[config.mk]
export PLATFORM = sky130hd
export DESIGN_NAME = mem_stage
export DESIGN_NICKNAME = d
export VERILOG_FILES = /design/src/rtl/mem_stage.sv
export SDC_FILE = /design/constraint.sdc
export NUM_CORES = 1
export LEC_CHECK = 0
export CAP_MARGIN = 40
export CORE_MARGIN = 5
export CORE_UTILIZATION = 30
export CTS_BUF_LIST = sky130_fd_sc_hd__clkbuf_4
export DETAILED_ROUTE_END_ITERATION = 12
export GPL_TIMING_DRIVEN = 0
export SLEW_MARGIN = 20
export SYNTH_ARGS = -nofsm -noshare
export SYNTH_HDL_FRONTEND = slang
export SYNTH_SLANG_ARGS = --single-unit
[constraint.sdc]
create_clock -name clk -period 4.6 [get_ports clk]
set_input_delay 0.69 -clock clk [delete_from_list [all_inputs] [get_ports clk]]
set_output_delay 0.69 -clock clk [all_outputs]
set_load 0.02 [all_outputs]
[src/rtl/mem_stage.sv]
// mem_stage: load/store stage between execute and writeback.
// Issues one data-bus access per memory instruction (request/grant, then
// read response for loads), forms byte enables and lane-replicated store
// data, extracts and extends load data, and aborts an access that waits
// TIMEOUT_CYCLES cycles for the bus.
// Optional build macro MEM_MISALIGN_CHECK_EN: flag misaligned halfword/word
// accesses as errors instead of issuing them.

package mem_stage_pkg;

    localparam logic [1:0] RESULT_SRC_LOAD = 2'b01;

    typedef struct packed {
        logic [31:0] alu_result;
        logic [31:0] write_data;
        logic        mem_write;
        logic [1:0]  result_src;
        logic [2:0]  funct3;
        logic [4:0]  rd_addr;
        logic        reg_write;
        logic [31:0] pc_plus_4;
    } ex_mem_data_t;

    typedef struct packed {
        logic [31:0] read_data;
        logic [31:0] alu_result;
        logic [4:0]  rd_addr;
        logic        reg_write;
        logic [1:0]  result_src;
        logic [31:0] pc_plus_4;
    } mem_wb_data_t;

endpackage

module mem_stage
    import mem_stage_pkg::*;
#(
    parameter int TIMEOUT_CYCLES = 64
) (
    input  logic         clk,
    input  logic         rst_n,
    input  logic         ex_mem_valid_i,
    input  ex_mem_data_t ex_mem_data_i,
    output logic         dmem_req_o,
    output logic         dmem_we_o,
    output logic [31:0]  dmem_addr_o,
    output logic [31:0]  dmem_wdata_o,
    output logic [3:0]   dmem_be_o,
    input  logic         dmem_gnt_i,
    input  logic         dmem_rvalid_i,
    input  logic [31:0]  dmem_rdata_i,
    output mem_wb_data_t mem_wb_data_o,
    output logic         mem_wb_valid_o,
    output logic         stall_o,
    output logic         mem_err_o
);

    localparam int CNT_W = $clog2(TIMEOUT_CYCLES + 1);

    typedef enum logic [1:0] {
        S_IDLE = 2'd0,
        S_REQ  = 2'd1,
        S_RSP  = 2'd2
    } state_t;

    state_t       state_q, state_d;
    ex_mem_data_t op_q;
    ex_mem_data_t op;
    logic [CNT_W-1:0] cnt_q;

    logic        is_store, is_load, is_mem;
    logic [1:0]  addr_lo, size;
    logic [1:0]  lane_off;
    logic [3:0]  be_c;
    logic [31:0] wdata_c;
    logic [31:0] shifted;
    logic [31:0] load_ext;
    logic        misaligned;
    logic        timeout;

    logic req, stall, complete, abort, capture;

    // In IDLE the op comes straight from execute; once an access is under
    // way the captured copy is used so bus fields cannot move.
    assign op       = (state_q == S_IDLE) ? ex_mem_data_i : op_q;
    assign is_store = op.mem_write;
    assign is_load  = !op.mem_write && (op.result_src == RESULT_SRC_LOAD);
    assign is_mem   = is_store || is_load;
    assign addr_lo  = op.alu_result[1:0];
    assign size     = op.funct3[1:0];
    assign timeout  = (cnt_q == CNT_W'(TIMEOUT_CYCLES - 1));

`ifdef MEM_MISALIGN_CHECK_EN
    assign misaligned = is_mem && (((size == 2'b01) && addr_lo[0]) ||
                                   (size[1] && (addr_lo != 2'b00)));
`else
    assign misaligned = 1'b0;
`endif

    // Lane selection: byte enables, replicated store data, lane offset.
    // NOTE: every always_comb output gets a default first, so no path can
    // leave a value unassigned and infer a latch.
    always_comb begin
        lane_off = 2'b00;
        be_c     = 4'b1111;
        wdata_c  = op.write_data;
        case (size)
            2'b00: begin
                lane_off = addr_lo;
                be_c     = 4'b0001 << addr_lo;
                wdata_c  = {4{op.write_data[7:0]}};
            end
            2'b01: begin
                lane_off = {addr_lo[1], 1'b0};
                be_c     = 4'b0011 << {addr_lo[1], 1'b0};
                wdata_c  = {2{op.write_data[15:0]}};
            end
            default: ;
        endcase
    end

    // Load data: shift the addressed lane down, then sign/zero extend.
    always_comb begin
        shifted  = dmem_rdata_i >> {lane_off, 3'b000};
        load_ext = shifted;
        case (op.funct3)
            3'b000:  load_ext = {{24{shifted[7]}}, shifted[7:0]};
            3'b001:  load_ext = {{16{shifted[15]}}, shifted[15:0]};
            3'b100:  load_ext = {24'b0, shifted[7:0]};
            3'b101:  load_ext = {16'b0, shifted[15:0]};
            default: load_ext = shifted;
        endcase
    end

    // Next-state and control decode; everything is held low during reset.
    always_comb begin
        state_d  = state_q;
        req      = 1'b0;
        stall    = 1'b0;
        complete = 1'b0;
        abort    = 1'b0;
        if (rst_n) begin
            case (state_q)
                S_IDLE: begin
                    if (ex_mem_valid_i) begin
                        if (!is_mem) begin
                            complete = 1'b1;
                        end else if (misaligned) begin
                            abort = 1'b1;
                        end else begin
                            req = 1'b1;
                            if (dmem_gnt_i && is_store) begin
                                complete = 1'b1;
                            end else begin
                                stall   = 1'b1;
                                state_d = dmem_gnt_i ? S_RSP : S_REQ;
                            end
                        end
                    end
                end
                S_REQ: begin
                    if (timeout) begin
                        abort   = 1'b1;
                        state_d = S_IDLE;
                    end else begin
                        req = 1'b1;
                        if (dmem_gnt_i && is_store) begin
                            complete = 1'b1;
                            state_d  = S_IDLE;
                        end else begin
                            stall = 1'b1;
                            if (dmem_gnt_i) state_d = S_RSP;
                        end
                    end
                end
                S_RSP: begin
                    if (timeout) begin
                        abort   = 1'b1;
                        state_d = S_IDLE;
                    end else if (dmem_rvalid_i) begin
                        complete = 1'b1;
                        state_d  = S_IDLE;
                    end else begin
                        stall = 1'b1;
                    end
                end
                default: state_d = S_IDLE;
            endcase
        end
    end

    assign capture      = (state_q == S_IDLE) && (state_d != S_IDLE);
    assign stall_o      = stall;
    assign dmem_req_o   = req;
    assign dmem_we_o    = req && is_store;
    assign dmem_addr_o  = req ? {op.alu_result[31:2], 2'b00} : 32'b0;
    assign dmem_be_o    = req ? be_c : 4'b0;
    assign dmem_wdata_o = (req && is_store) ? wdata_c : 32'b0;

    // State register, captured op, and wait counter (cleared on each state entry).
    // NOTE: sequential state uses non-blocking assignments only, so every
    // flop samples pre-edge values regardless of statement order.
    always_ff @(posedge clk or negedge rst_n) begin
        if (!rst_n) begin
            state_q <= S_IDLE;
            op_q    <= '0;
            cnt_q   <= '0;
        end else begin
            state_q <= state_d;
            if (capture) op_q <= ex_mem_data_i;
            if ((state_d != S_IDLE) && (state_d == state_q)) begin
                cnt_q <= cnt_q + 1'b1;
            end else begin
                cnt_q <= '0;
            end
        end
    end

    // Writeback register: completed ops, aborts (no register write), else bubble.
    always_ff @(posedge clk or negedge rst_n) begin
        if (!rst_n) begin
            mem_wb_data_o  <= '0;
            mem_wb_valid_o <= 1'b0;
            mem_err_o      <= 1'b0;
        end else begin
            mem_wb_valid_o <= complete || abort;
            mem_err_o      <= abort;
            if (complete || abort) begin
                mem_wb_data_o.read_data  <= (complete && is_load) ? load_ext : 32'b0;
                mem_wb_data_o.alu_result <= op.alu_result;
                mem_wb_data_o.rd_addr    <= op.rd_addr;
                mem_wb_data_o.reg_write  <= complete && op.reg_write;
                mem_wb_data_o.result_src <= op.result_src;
                mem_wb_data_o.pc_plus_4  <= op.pc_plus_4;
            end else begin
                mem_wb_data_o.reg_write  <= 1'b0;
            end
        end
    end

endmodule

-- Word level (Yosys, flattened, before mapping)
Index checks and enable logic that the tools add are counted.
- add/sub/neg operators: 1
- reduce and logical (&&, ||, !) cells: 15
- multiplexer cells: 46
- equality and inequality tests: 9
- shift-type cells: 3
- operator list (operator ; count):
    32-bit case mux with 4 select lines ; 1
    108-bit 2-to-1 mux ; 1
    32-bit 2-to-1 mux ; 3
    32-bit case mux with 2 select lines ; 1
    32-bit by 5-bit >> shifter with 32-bit output ; 1
    1-bit 2-to-1 mux ; 22
    2-bit 2-to-1 mux ; 10
    4-bit case mux with 2 select lines ; 1
    7-bit by 1-bit adder with 7-bit output, second input constant ; 1
    7-bit by 6-bit == test with 1-bit output, second input constant ; 1
    1-bit logical AND ; 7
    7-bit 2-to-1 mux ; 1
    2-bit by 1-bit == test with 1-bit output, second input constant ; 3
    3-bit == test, second input constant ; 2
    1-bit case mux with 3 select lines ; 2
    2-bit case mux with 3 select lines ; 1
    2-bit zero test ; 2
    4-bit 2-to-1 mux ; 1
    2-bit case mux with 2 select lines ; 1
    1-bit by 2-bit left shift with 4-bit output, first input constant ; 1
    2-bit by 2-bit left shift with 4-bit output, first input constant ; 1
    3-bit by 1-bit == test with 1-bit output, second input constant ; 1
    3-bit zero test ; 1
    2-bit == test ; 1
    other kinds (6) ; 7
- output and inout bits: 177
- input port bits: 145
- register bits after elaboration: 223

-- Logic depth before layout (Yosys ltp)
Gate-level depths: netlist (run 1).
- word-level depth: 12
- mapped depth: 12
- gate-level depth less buffers: 9

-- Worst setup path before layout (run 1)
OpenSTA, ideal clock, no wires.
- kind: flip-flop to output port
- from: reg state_q[0]
- to: out dmem_wdata_o[26]
- required time: 3.910 ns
- cell stages (with the launch flop): 12
- slack: 0.825 ns
- arrival: 3.085 ns
- path through: dfrtp_1 inv_1 ha_1 buf_2 buf_2 o211ai_1 o21ai_1 nand2_1 inv_2 nand2_1 buf_2 a2111oi_0
- word-level cells in the longest chain between the ends: 11
- ends and longest elaborated chain (element ; line ; RTL):
    start, declared ; 66 ; state_t state_q, state_d;
    start signal, assigned ; 209 ; state_q <= state_d;
    2-bit zero test ; 85, 143 ;
    108-bit 2-to-1 mux ; 85 ; assign op = (state_q == S_IDLE) ? ex_mem_data_i : op_q;
    2-bit by 1-bit == test with 1-bit output / 1-bit zero test (equally long branches) ; 87 ; assign is_load = !op.mem_write && (op.result_src == RESULT_SRC_LOAD);
    1-bit logical AND ; 87 ;
    1-bit logical OR ; 88 ; assign is_mem = is_store || is_load;
    1-bit 2-to-1 mux ; 146 ; if (!is_mem) begin
    1-bit 2-to-1 mux ; 145 ; if (ex_mem_valid_i) begin
    1-bit case mux with 2 select lines (*) ; 143 ; case (state_q)
    1-bit 2-to-1 mux (*) ; 142 ; if (rst_n) begin
    net dmem_req_o ; 44 ; output logic dmem_req_o,
    1-bit logical AND (*) ; 198 ; assign dmem_wdata_o = (req && is_store) ? wdata_c : 32'b0;
    32-bit 2-to-1 mux (*) ; 198 ;
    end, declared ; 47 ; output logic [31:0] dmem_wdata_o,
Mark *: on every way through the listed nets, which the timed path passes. The rest lies on a longest branch.

-- Worst setup path in the final report (run 1)
- from: reg state_q[0]
- to: out dmem_addr_o[10]
- word-level cells in the longest chain between the ends: 10
- ends and longest elaborated chain (element ; line ; RTL):
    2-bit zero test ; 85, 143 ;
    108-bit 2-to-1 mux ; 85 ;
    2-bit by 1-bit == test with 1-bit output / 1-bit zero test (equally long branches) ; 87 ;
    1-bit logical AND ; 87 ;
    1-bit logical OR ; 88 ;
    1-bit 2-to-1 mux ; 146 ;
    1-bit 2-to-1 mux ; 145 ;
    1-bit case mux with 2 select lines ; 143 ;
    1-bit 2-to-1 mux ; 142 ;
    32-bit 2-to-1 mux (*) ; 196 ; assign dmem_addr_o = req ? {op.alu_result[31:2], 2'b00} : 32'b0;
    end, declared ; 46 ; output logic [31:0] dmem_addr_o,
Every way passes the cells marked *; elsewhere a longest branch is shown, timed or not.

==> results of run 1 <==
[path summary, 6_finish.rpt]
check,startpoint,end,slack [ns],cells after the start
max in group asynchronous,rst_n,mem_wb_data_o[39],3.28,3
max reg2reg,state_q[0],mem_wb_data_o[65],1.26,12
min in group clk,cnt_q[0],cnt_q[0],0.46,1
min reg2reg,cnt_q[0],cnt_q[0],0.46,1
min,rst_n,mem_wb_data_o[28],0.45,2
max,state_q[0],dmem_addr_o[10],0.24,11
[through the flow]
step           setup slack (ns)  hold slack [ns]  power (uW)
2_1_floorplan             0.825            0.394        7550
3_3_place_gp             -10.83            0.452        9920
3_5_place_dp             -0.278            0.460       10000
4_1_cts                 0.00202            0.388       12100
5_1_grt                -0.00284            0.423       12800
6_report                  0.241            0.451       12000
[what timing repair did]
item	4_1_cts	5_1_grt
setup endpoints to repair	68	48
resized for setup	72	39
hold endpoints to repair	49	0
hold buffers	1	0
setup buffers	2	0
[area by class of cell]
| type | instances | area [sq um] |
|---|---|---|
| diodes | 5 | 12.5 |
| plain buffers | 76 | 460 |
| clock buffers | 95 | 713 |
| clock inverters | 25 | 140 |
| fillers | 3653 | 21300 |
| inverters | 18 | 67.6 |
| multi-input cells | 700 | 5210 |
| flip-flops and latches | 223 | 5580 |
| well taps | 474 | 593 |
| repair buffers | 324 | 3270 |
[synthesized netlist by cell type (6+ instances only)]
cell type	n
buf_6	6
a2111oi_0	8
buf_1	10
nor2_1	69
clkbuf_1	33
nand2_1	146
dfrtp_1	223
o21ai_1	42
o211ai_1	9
nor2b_1	14
a22o_1	15
a21oi_1	38
mux2_1	15
o22ai_1	12
a221o_1	10
mux2i_1	67
a211oi_1	25
a31oi_1	33
mux2_4	61
o2bb2ai_2	40
buf_2	21
o21ai_0	31
inv_1	14
[power by group]
group,switching [uW],internal [uW]
clock network,956,1020
registers,582,2890
logic,3530,2980
total,5070,6890
[metal layers]
metal	global-route usage (%)	vias up	wire, um	part of all wire, %
met1	24.1	4731	17000	41
met3	8.84	88	4460	11
met2	29.7	406	18400	45
met5	0	-	55	0.13
li1	-	4511	-	-
met4	7.61	8	1150	2.8
[cells by family (layout without fill, tap and decap cells)]
family	Yosys count	in the layout	synth area share (%)
other	1	7	0.0333
AND/OR/NAND/NOR	263	263	10.1
buffers and inverters	96	538	4.55
flip-flops	223	223	49.6
adder cells (fa/ha/maj)	5	5	0.556
multiplexers	143	143	15.6
AO/OA/AOI/OAI	283	283	19.2
XOR/XNOR	4	4	0.312
[cells in the final DEF (no fill, tap or decap), types with 9 or more instances in the layout]
| master | n |
|---|---|
| mux2i_1 | 66 |
| clkdlybuf4s50_1 | 259 |
| inv_1 | 12 |
| dlymetal6s2s_1 | 16 |
| o21ai_0 | 31 |
| o22ai_1 | 12 |
| a21oi_1 | 38 |
| mux2_1 | 15 |
| a22o_1 | 15 |
| dlygate4sd2_1 | 34 |
| nor2b_1 | 14 |
| nand2_1 | 143 |
| o2bb2ai_2 | 40 |
| nor2_1 | 69 |
| clkbuf_4 | 97 |
| mux2_4 | 61 |
| a211oi_1 | 23 |
| o211ai_1 | 9 |
| a31oi_1 | 33 |
| clkbuf_1 | 26 |
| clkinv_1 | 14 |
| dfrtp_1 | 223 |
| a221o_1 | 10 |
| buf_2 | 23 |
| o21ai_1 | 42 |
[sequential cells by signal, summed over array words and instances (netlist names)]
name and count:
mem_wb_data_o 104, cnt_q 7, mem_wb_valid_o 1, mem_err_o 1
op_q 108, state_q 2
==> flow_summary.yaml, run 1 <==
synthesis:
  yosys.area.top_type: "dfrtp_1"
  synth_top_cell_area_share_pct: 49.6
  async_reset_ff_share_pct: 100
  avgSynthCellArea_sq_um: 11.0
  yosys-top-cells-area: "dfrtp_1 (50%), mux2_4 (8.1%), mux2i_1 (6.0%), o2bb2ai_2 (5.3%), nand2_1 (4.9%)"
  synth_cell_types: 64
  synth_flop_cell: "dfrtp_1"
  synth-seq-area-share_pct: 49.6
  syn_area_sq_um: 11200
  ys_warn_count: 0
  synth_edf_count: 0
  synthCells: 1018
  ys_ff_latch: 223
setup_path:
  cp_cell_sequence: "inv_2 -> ha_4 -> buf_4 -> buf_4 -> o211ai_1 -> o21ai_1 -> nand2_2 -> buf_12 -> clkbuf_1 -> a21oi_1 -> clkdlybuf4s50_1"
  cp-start-kind: "flop"
  cpMostUsedCell: "buf_4"
  crit_buf_inv: 6
  critPathTopFamily: "buffers and inverters"
  crit_path_max_incr_delay_ns: 0.63
  critical_path_class: "reg2out"
  critPathArrivalTime_ns: 3.67
  critPathRequiredTime_ns: 3.91
  cp_max_fo: 10
  slowest_stage: "clkdlybuf4s50_1"
  cp-end-kind: "primary output"
die:
  num_rows: 71
  pin_count: 322
  die_h_um: 204
  start_util_pct: 30.1
  coreArea_sq_um: 37300
  die-area_sq_um: 41500
  die_w_um: 204
sta:
  worst_pin_slew_ns: 0.807
  setup_viol: 0
  fin_crit_ns: 4.36
  drv_slew: 0
  slew_headroom_pct: 46.2
  max_clock_freq_ghz: 0.229
  fin_crit_sh_pct: 94.8
  setup_tns_ns: 0
  hold_violations: 0
  skew_ns: 0.0633
final_layout:
  stdcell_area_sq_um: 16000
  drive_gt1_share_pct: 19.4
  nNetsFinal: 1562
  area_delta_synth_final_pct: 42.6
  utilization_pct: 43.0
  final_cells: 1940
clocking:
  clk_latency_ns: 0.74
  cts_tree: "done"
  htreeDepth: 3
  cts.clk_slew.worst_paths_ns: 0.06
  cts_max_path_buffers: 3
  root_buffer: "clkbuf_4"
  numCtsBuffers: 69
  cts_sinks: 223
grt:
  grt_start_max_net_pins: 98
  grt_usage_pct: 19.5
  first_global_vias: 10300
  overflow: 0
  grt_pass1_wl_mm: 62.4
  antenna_found_initial: 9
place:
  io_buffer_count: 318
  placedCellCount: 1814
  dp_hpwl_mm: 30.3
  place.gp.congestion: 0.849
  placed_cell_area_sq_um: 15100
detailed_routing:
  drt_iter0_drc: 470
  via_per_inst: 5.02
  drc_errors: 0
  wl_per_cell_um: 21.2
  drt_pass1_iterations: 5
  wl_mm: 41.1
  vias: 9744
  antenna_left: 0
power:
  power_density_nw_per_um2: 745
  p_leak_uw: 0.00751
  irDropWorstVdd_mv: 0.331
run_status:
  status: "finished, final reports clean"
run:
  maxCapViolations: 0
min_path:
  hp-class: "in2async"
(Power assumes the default switching activity.)
==> inputs of run 2 (changes only) <==
CAP_MARGIN = 20   (was 40)
CTS_BUF_LIST = unset   (was sky130_fd_sc_hd__clkbuf_4)
==> run 2 against run 1 <==
First-iteration DRC count down 2.8%. Flip-flop and latch count unchanged. Die area unchanged. Sequential share of layout area down 0.12 points. Clock power up 15%. Routed wire length down 1.3%. Critical path type unchanged. Largest cell class unchanged. Largest power group unchanged. Highest routed layer unchanged.
==> flow_summary.yaml, run 2 (synthesis gave the netlist of run 1 again) <==
setup_path:
  cp_max_fo: 10
  slowest_stage: "mux2i_1"
  crit_path_max_incr_delay_ns: 0.72
  cpMostUsedCell: "buf_4"
  cp_cell_sequence: "inv_1 -> ha_2 -> buf_4 -> buf_4 -> buf_2 -> mux2i_1 -> nor2_1 -> clkdlybuf4s50_1"
  critPathArrivalTime_ns: 3.75
  cp-start-kind: "flop"
  critPathRequiredTime_ns: 3.91
  critical_path_class: "reg2out"
  cp-end-kind: "primary output"
  crit_buf_inv: 5
  critPathTopFamily: "buffers and inverters"
clocking:
  cts_tree: "done"
  cts_max_path_buffers: 3
  numCtsBuffers: 28
  clk_latency_ns: 0.55
  htreeDepth: 1
  cts_sinks: 223
  root_buffer: "clkbuf_16"
  hold_buffers: 0
  cts.clk_slew.worst_paths_ns: 0.06
sta:
  worst_hold_slack_ns: 0.0453
  fin_crit_sh_pct: 96.5
  slew_headroom_pct: 45.8
  fin_crit_ns: 4.44
  worst_slack_ns: 0.159
  setup_viol: 0
  hold_violations: 0
  rsz0062_at_grt: "false"
  drv_slew: 0
  worst_pin_slew_ns: 0.791
  max_clock_freq_ghz: 0.225
  skew_ns: 0.0135
final_layout:
  nNetsFinal: 1520
  largest_reg_flops: 108
  area_delta_synth_final_pct: 43.1
  final_common_cell: "clkdlybuf4s50_1"
  drive_gt1_share_pct: 15.6
  regMostFlops: "op_q"
  utilization_pct: 43.1
  largestRegisters: "op_q: 108 flops, mem_wb_data_o: 104 flops, cnt_q: 7 flops"
  num-fill-cells: 3668
  layout_common_cells: "clkdlybuf4s50_1 (286), dfrtp_1 (223), nand2_1 (143)"
die:
  coreArea_sq_um: 37300
  num_rows: 71
  die-area_sq_um: 41500
  pin_count: 322
  die_w_um: 204
  die_h_um: 204
  start_util_pct: 30.1
grt:
  grt_usage_pct: 18.8
  antenna_found_initial: 9
  first_global_vias: 9940
  grt_start_max_net_pins: 98
  grt_pass1_wl_mm: 61.4
  overflow: 0
detailed_routing:
  wl_mm: 40.6
  via_per_inst: 5.09
  drt_pass1_iterations: 4
  wl_per_cell_um: 21.7
  drt_iter0_drc: 457
  drc_errors: 0
  vias: 9511
  antenna_left: 0
min_path:
  hp-class: "in2async"
place:
  dp_slack_ns: -0.315
  dp_hpwl_mm: 30.2
  io_buffer_count: 318
  place.gp.congestion: 0.849
run:
  maxCapViolations: 0
power:
  p_leak_uw: 0.00722
  irDropWorstVdd_mv: 0.323
  power_density_nw_per_um2: 761
run_status:
  status: "finished, final reports clean"
## run 2: worst reg2reg max path, cell delays in order (launching register included)
cell and delay [ns]:
dfrtp_1 0.51, inv_1 0.16, ha_2 0.27, mux2_4 0.26, a32oi_1 0.10, o32ai_1 0.58, nor2_1 0.23, buf_2 0.29
inv_2 0.09, buf_2 0.23, buf_2 0.30, nor2_1 0.08, a31oi_1 0.16
## run 2: stage by stage
stage / setup TNS, ns / cell area, sq um / power, uW / std cells
finish: 0 / 16100 / 12200 / 1867
CTS: 0 / 16000 / 12400 / 1861
floorplan: 0 / 11300 / 7550 / 1019
detailed placement: -2.14 / 15100 / 10000 / 1813
global route: 0 / 16100 / 13000 / 1867
global placement: -4020.75 / 15000 / 9920 / 1811
## run 2: path summary, 6_finish.rpt
| kind | end | startpoint | slack (ns) | cells after the start |
|---|---|---|---|---|
| setup / recovery | dmem_wdata_o[3] | state_q[1] | 0.16 | 8 |
| hold / removal | op_q[30] | rst_n | 0.05 | 1 |
| setup reg to reg | mem_wb_data_o[65] | state_q[0] | 1.28 | 12 |
| hold reg to reg | cnt_q[0] | cnt_q[0] | 0.46 | 1 |
| max in group asynchronous | state_q[0] | rst_n | 3.68 | 2 |
| min in group clk | cnt_q[0] | cnt_q[0] | 0.46 | 1 |
## run 2: cell type report
| type | count | area (sq um) | area share (%) |
|---|---|---|---|
| sequential | 223 | 5580 | 34.7 |
| timing repair buffer | 322 | 3250 | 20.2 |
| multi-input combinational | 700 | 5190 | 32.2 |
| buffer | 77 | 462 | 2.87 |
| inverter | 18 | 67.6 | 0.420 |
| clock inverter | 13 | 163 | 1.01 |
| clock buffer | 36 | 781 | 4.85 |
| tap | 474 | 593 | 3.68 |
| antenna | 4 | 10.0 | 0.0622 |
## run 2: timing repair
| item | CTS | global route |
|---|---|---|
| gates resized for setup | 59 | 12 |
| setup endpoints to repair | 66 | 40 |
| setup buffers | 0 | 2 |
## run 2: power breakdown
part | leakage (uW) | switching (uW) | internal (uW)
registers | 0.00274 | 580 | 2890
logic | 0.00401 | 3520 | 2990
clock network | 0.000470 | 905 | 1360
## run 2: metal layers
layer  GRT usage, %  up-vias  routed length [um]
li1               -     4386                   -
met1           24.5     4721               17500
met2           29.8      331               18400
met3           6.81       63                3600
met4           5.11       10                1020
met5              0        -                  68
==> inputs of run 3 (changes only) <==
==> constraint.sdc (replaced) <==
create_clock -name clk -period 4.6 [get_ports clk]
set_input_delay 0.46 -clock clk [delete_from_list [all_inputs] [get_ports clk]]
set_output_delay 0.46 -clock clk [all_outputs]
set_load 0.02 [all_outputs]
==> run 3 against run 2 <==
Fmax up 2.2%. Highest routed layer unchanged. Global-route usage about the same. Largest cell class unchanged. Clock skew up 0.0020 ns. Critical path type unchanged. Routed wire length down 0.17%. Via count down 0.47%. First-iteration DRC count up 8.5%.
==> flow_summary.yaml, run 3 (synthesis gave the netlist of run 1 again) <==
setup_path:
  r2r_slack_ns: 1.27
  critPathTopFamily: "buffers and inverters"
  critPathArrivalTime_ns: 3.88
  critPathRequiredTime_ns: 4.14
  cp_max_fo: 10
  rr_startpoint: "state_q[0]"
  slowest_stage: "clkbuf_1"
  cp-end-kind: "primary output"
  critical_path_class: "reg2out"
  reg2regPathDepth: 12
  crit_path_max_incr_delay_ns: 0.50
  cp_cell_sequence: "inv_1 -> ha_2 -> clkbuf_4 -> inv_2 -> or3_1 -> nand2_1 -> clkbuf_1 -> nor2_1 -> a211oi_1 -> dlygate4sd2_1"
  reg2reg_to: "mem_wb_data_o[65]"
  crit_buf_inv: 5
  cp-start-kind: "flop"
final_layout:
  largest_reg_flops: 108
  area_delta_synth_final_pct: 43.0
  largestRegisters: "op_q: 108 flops, mem_wb_data_o: 104 flops, cnt_q: 7 flops"
  final_common_cell: "clkdlybuf4s50_1"
  final_cells: 1866
  drive_gt1_share_pct: 14.9
  num-fill-cells: 3672
  regMostFlops: "op_q"
  layout_common_cells: "clkdlybuf4s50_1 (287), dfrtp_1 (223), nand2_1 (143)"
  nNetsFinal: 1519
clocking:
  cts_tree: "done"
  cts_max_path_buffers: 3
  post_cts_buffers: 0
  htreeDepth: 1
  numCtsBuffers: 28
  cts_sinks: 223
  clk_latency_ns: 0.55
  cts.clk_slew.worst_paths_ns: 0.06
  root_buffer: "clkbuf_16"
die:
  die-area_sq_um: 41500
  pin_count: 322
  start_util_pct: 30.1
  coreArea_sq_um: 37300
  num_rows: 71
  die_w_um: 204
  die_h_um: 204
grt:
  overflow: 0
  grt_start_max_net_pins: 98
  antenna_found_initial: 9
  first_global_vias: 9938
  grt_usage_pct: 18.8
  grt_pass1_wl_mm: 61.4
power:
  p_leak_uw: 0.00727
  irDropWorstVdd_mv: 0.323
  power.total_uw: 12200
  power_density_nw_per_um2: 761
detailed_routing:
  wl_per_cell_um: 21.7
  via_per_inst: 5.07
  drt_iter0_drc: 496
  wl_mm: 40.5
  drc_errors: 0
  drt_pass1_iterations: 5
  antenna_left: 0
  vias: 9466
sta:
  worst_pin_slew_ns: 0.798
  rsz0062_at_grt: "false"
  hold_violations: 0
  setup_tns_ns: 0
  fin_crit_sh_pct: 94.4
  max_clock_freq_ghz: 0.230
  setup_viol: 0
  slew_headroom_pct: 45.3
  skew_ns: 0.0155
  fin_crit_ns: 4.34
  drv_slew: 0
min_path:
  hp-class: "in2async"
place:
  placedCellCount: 1813
  place.gp.congestion: 0.849
  io_buffer_count: 318
  dp_hpwl_mm: 30.2
run_status:
  status: "finished, final reports clean"
run:
  maxCapViolations: 0
## run 3: cell count changes in the layout (fill, tap and decap cells not counted), moves of 2 or more
cell,change
dlygate4sd1_1,-2
buf_4,-2
dlymetal6s2s_1,+5
clkbuf_2,-2
clkdlybuf4s15_2,-3
clkbuf_1,+3
## run 3: power breakdown
group	switching, uW	internal (uW)	total (uW)
registers	577	2890	3470
clock network	907	1360	2270
logic	3520	2970	6500
total	5010	7230	12200
## run 3: worst register-to-register path, cell delays in order, from the launching register on
cell	delay, ns
dfrtp_1	0.51
inv_1	0.16
ha_2	0.27
mux2_4	0.26
a32oi_1	0.10
o32ai_1	0.58
nor2_1	0.23
buf_2	0.29
inv_2	0.09
buf_2	0.23
buf_2	0.31
nor2_1	0.08
a31oi_1	0.16
## run 3: what timing repair did
action / CTS / global route
cloned: 0 / 0
endpoints found under the setup margin: 46 / 39
hold buffers: 1 / 0
resized for setup: 38 / 17
hold endpoints to repair: 49 / 0
## run 3: metrics by stage
stage | util (%) | area, sq um | setup WS (ns) | hold WS (ns)
after floorplan | - | 11300 | 1.06 | 0.164
after global placement | 40.3 | 15000 | -10.37 | 0.452
after detailed placement | 40.4 | 15100 | -0.0848 | 0.408
after CTS | 43.0 | 16000 | 0.00372 | 0.391
after global routing | 43.1 | 16100 | 0.0645 | 0.432
final | 43.1 | 16100 | 0.256 | 0.408
## run 3: final cells by class
| class | instances | area (sq um) | share of cell area (%) |
|---|---|---|---|
| Multi-Input combinational cell | 700 | 5190 | 32.3 |
| Sequential cell | 223 | 5580 | 34.7 |
| Inverter | 18 | 67.6 | 0.420 |
| Antenna cell | 4 | 10.0 | 0.0622 |
| Buffer | 77 | 454 | 2.82 |
| Clock inverter | 13 | 163 | 1.01 |
| Clock buffer | 36 | 781 | 4.85 |
| Tap cell | 474 | 593 | 3.69 |
| Timing Repair Buffer | 321 | 3250 | 20.2 |
## run 3: metal layers
| metal | track usage, % | share of wire (%) | vias to the layer above |
|---|---|---|---|
| met3 | 6.82 | 9.1 | 61 |
| li1 | - | - | 4376 |
| met5 | 0 | 0.17 | - |
| met4 | 5.13 | 2.5 | 10 |
| met1 | 24.5 | 43 | 4682 |
| met2 | 29.8 | 45 | 337 |
## run 3: how the worst max path moves through the flow
stage / startpoint / to / slack, ns / depth (start not counted)
2_1_floorplan: state_q[0] / dmem_wdata_o[26] / 1.06 / 11
3_3_place_gp: rst_n / dmem_wdata_o[16] / -10.37 / 7
3_5_place_dp: state_q[1] / dmem_wdata_o[31] / -0.08 / 11
4_1_cts: state_q[1] / dmem_wdata_o[31] / 0.004 / 11
5_1_grt: state_q[1] / dmem_wdata_o[15] / 0.06 / 10
6_report: state_q[1] / dmem_wdata_o[15] / 0.26 / 10
==> patch, RTL diff (flow settings as in run 3) <==
Make the reset (`rst_n`) synchronous in 2 clocked blocks.
--- a/src/rtl/mem_stage.sv
+++ b/src/rtl/mem_stage.sv
@@ -202,3 +202,3 @@
     // flop samples pre-edge values regardless of statement order.
-    always_ff @(posedge clk or negedge rst_n) begin
+    always_ff @(posedge clk) begin
         if (!rst_n) begin
@@ -219,3 +219,3 @@
     // Writeback register: completed ops, aborts (no register write), else bubble.
-    always_ff @(posedge clk or negedge rst_n) begin
+    always_ff @(posedge clk) begin
         if (!rst_n) begin
Function: differs if rst_n is asserted again (counterexample within 4 cycles, from zero or initial values and one cycle with rst_n low); with rst_n held inactive, the same outputs for 4 cycles.
==> patch against run 3 <==
First-iteration DRC count is 14% higher; sequential cell count stayed put; utilization is 0.37 points higher; synthesized area is 5.3% lower; cell area is 4.6% lower; routed wire length is 0.60% higher; worst setup slack worse by 0.025 ns; clock skew is 0.0067 ns higher; critical endpoint is now dmem_wdata_o[18].
Power is not compared: it rests on default switching activity, and its combinational part moved more than twofold at a synthesized area within 25%.
==> patch: results (changes against run 3) <==
Status: complete, no violations
Nets: 1,706 (+12%)
Multi-input combinational area share: 0.3723 (+0.04971)
Post-synth ARST share: 0 (-1.000)
P&R area growth vs syn: 44.07%
Top_reg_cell synth: dfxtp_1
Cell variety after synth: 59 (-7.8%)
Total GRT Usage: 0.1966 (+0.008181)
Antenna Cells: 2 (-2)
Worst setup startpoint: state_q[0]$_SDFF_PN0_
Layout clock buffer count: 43 (+19%)
Core ar.: 35,310 sq um (-5.4%)
R2R Setup Slk: 1.37 ns (+0.10 ns)
R2r endpoint: op_q[15]$_SDFFE_PN0P_
Routed vias/inst: 4.997 (-1.5%)
WHS: 0.4453 ns (+0.03753 ns)
Logic inverters: 11 (-7)
Placed cell area: 14,440 sq um (-4.3%)
ClkCell Share: 0.05476 (-0.003882)
WL final: 40.77 mm (+0.60%)
Number of fill cells: 3,488 (-5.0%)
Gpl congestion: 0.8860 (+4.4%)
Pre-CTS setup slack: 0.1887 ns (+0.2735 ns)
Slew headroom: 0.3481 (-0.1050)
Nonclk buf count: 414 (+4.0%)
Iteration-0 DRC Markers: 563 (+14%)
Delay of the slowest cell on the worst path: 0.68 ns (+0.18 ns)
Share of layout cells above drive strength 1: 0.06531 (-0.08382)
==> patch: cell types whose count changed in the layout (fill, tap and decap cells not counted), sizes merged, moves of 29 or more <==
cell | before | now
a211oi | 25 | 83
a31oi | 33 | 4
clkbuf | 71 | 103
dfrtp | 223 | 0
dfxtp | 0 | 223
mux2 | 76 | 10
mux2i | 67 | 220
nand2 | 146 | 259
nor2 | 69 | 132
o21ai | 73 | 21
o2bb2ai | 41 | 0
==> patch: logic make-up (layout without fill, tap and decap cells) <==
family	after synthesis	after routing	synth area share
xor gates and xnor gates	4	4	0.003288
muxes	230	230	0.2172
AOI/OAI and AO/OA	188	188	0.1335
adders and majority gates	5	5	0.005870
and+or+nand+nor	449	449	0.1736
other	1	4	0.0003519
DFF	223	223	0.4189
buffers and inverters	105	476	0.04731
==> patch: metal layers <==
metal,part of all wire,track usage
met3,0.069,0.04438
met5,0.00052,0
met1,0.44,0.2582
met4,0.018,0.04939
met2,0.47,0.3294
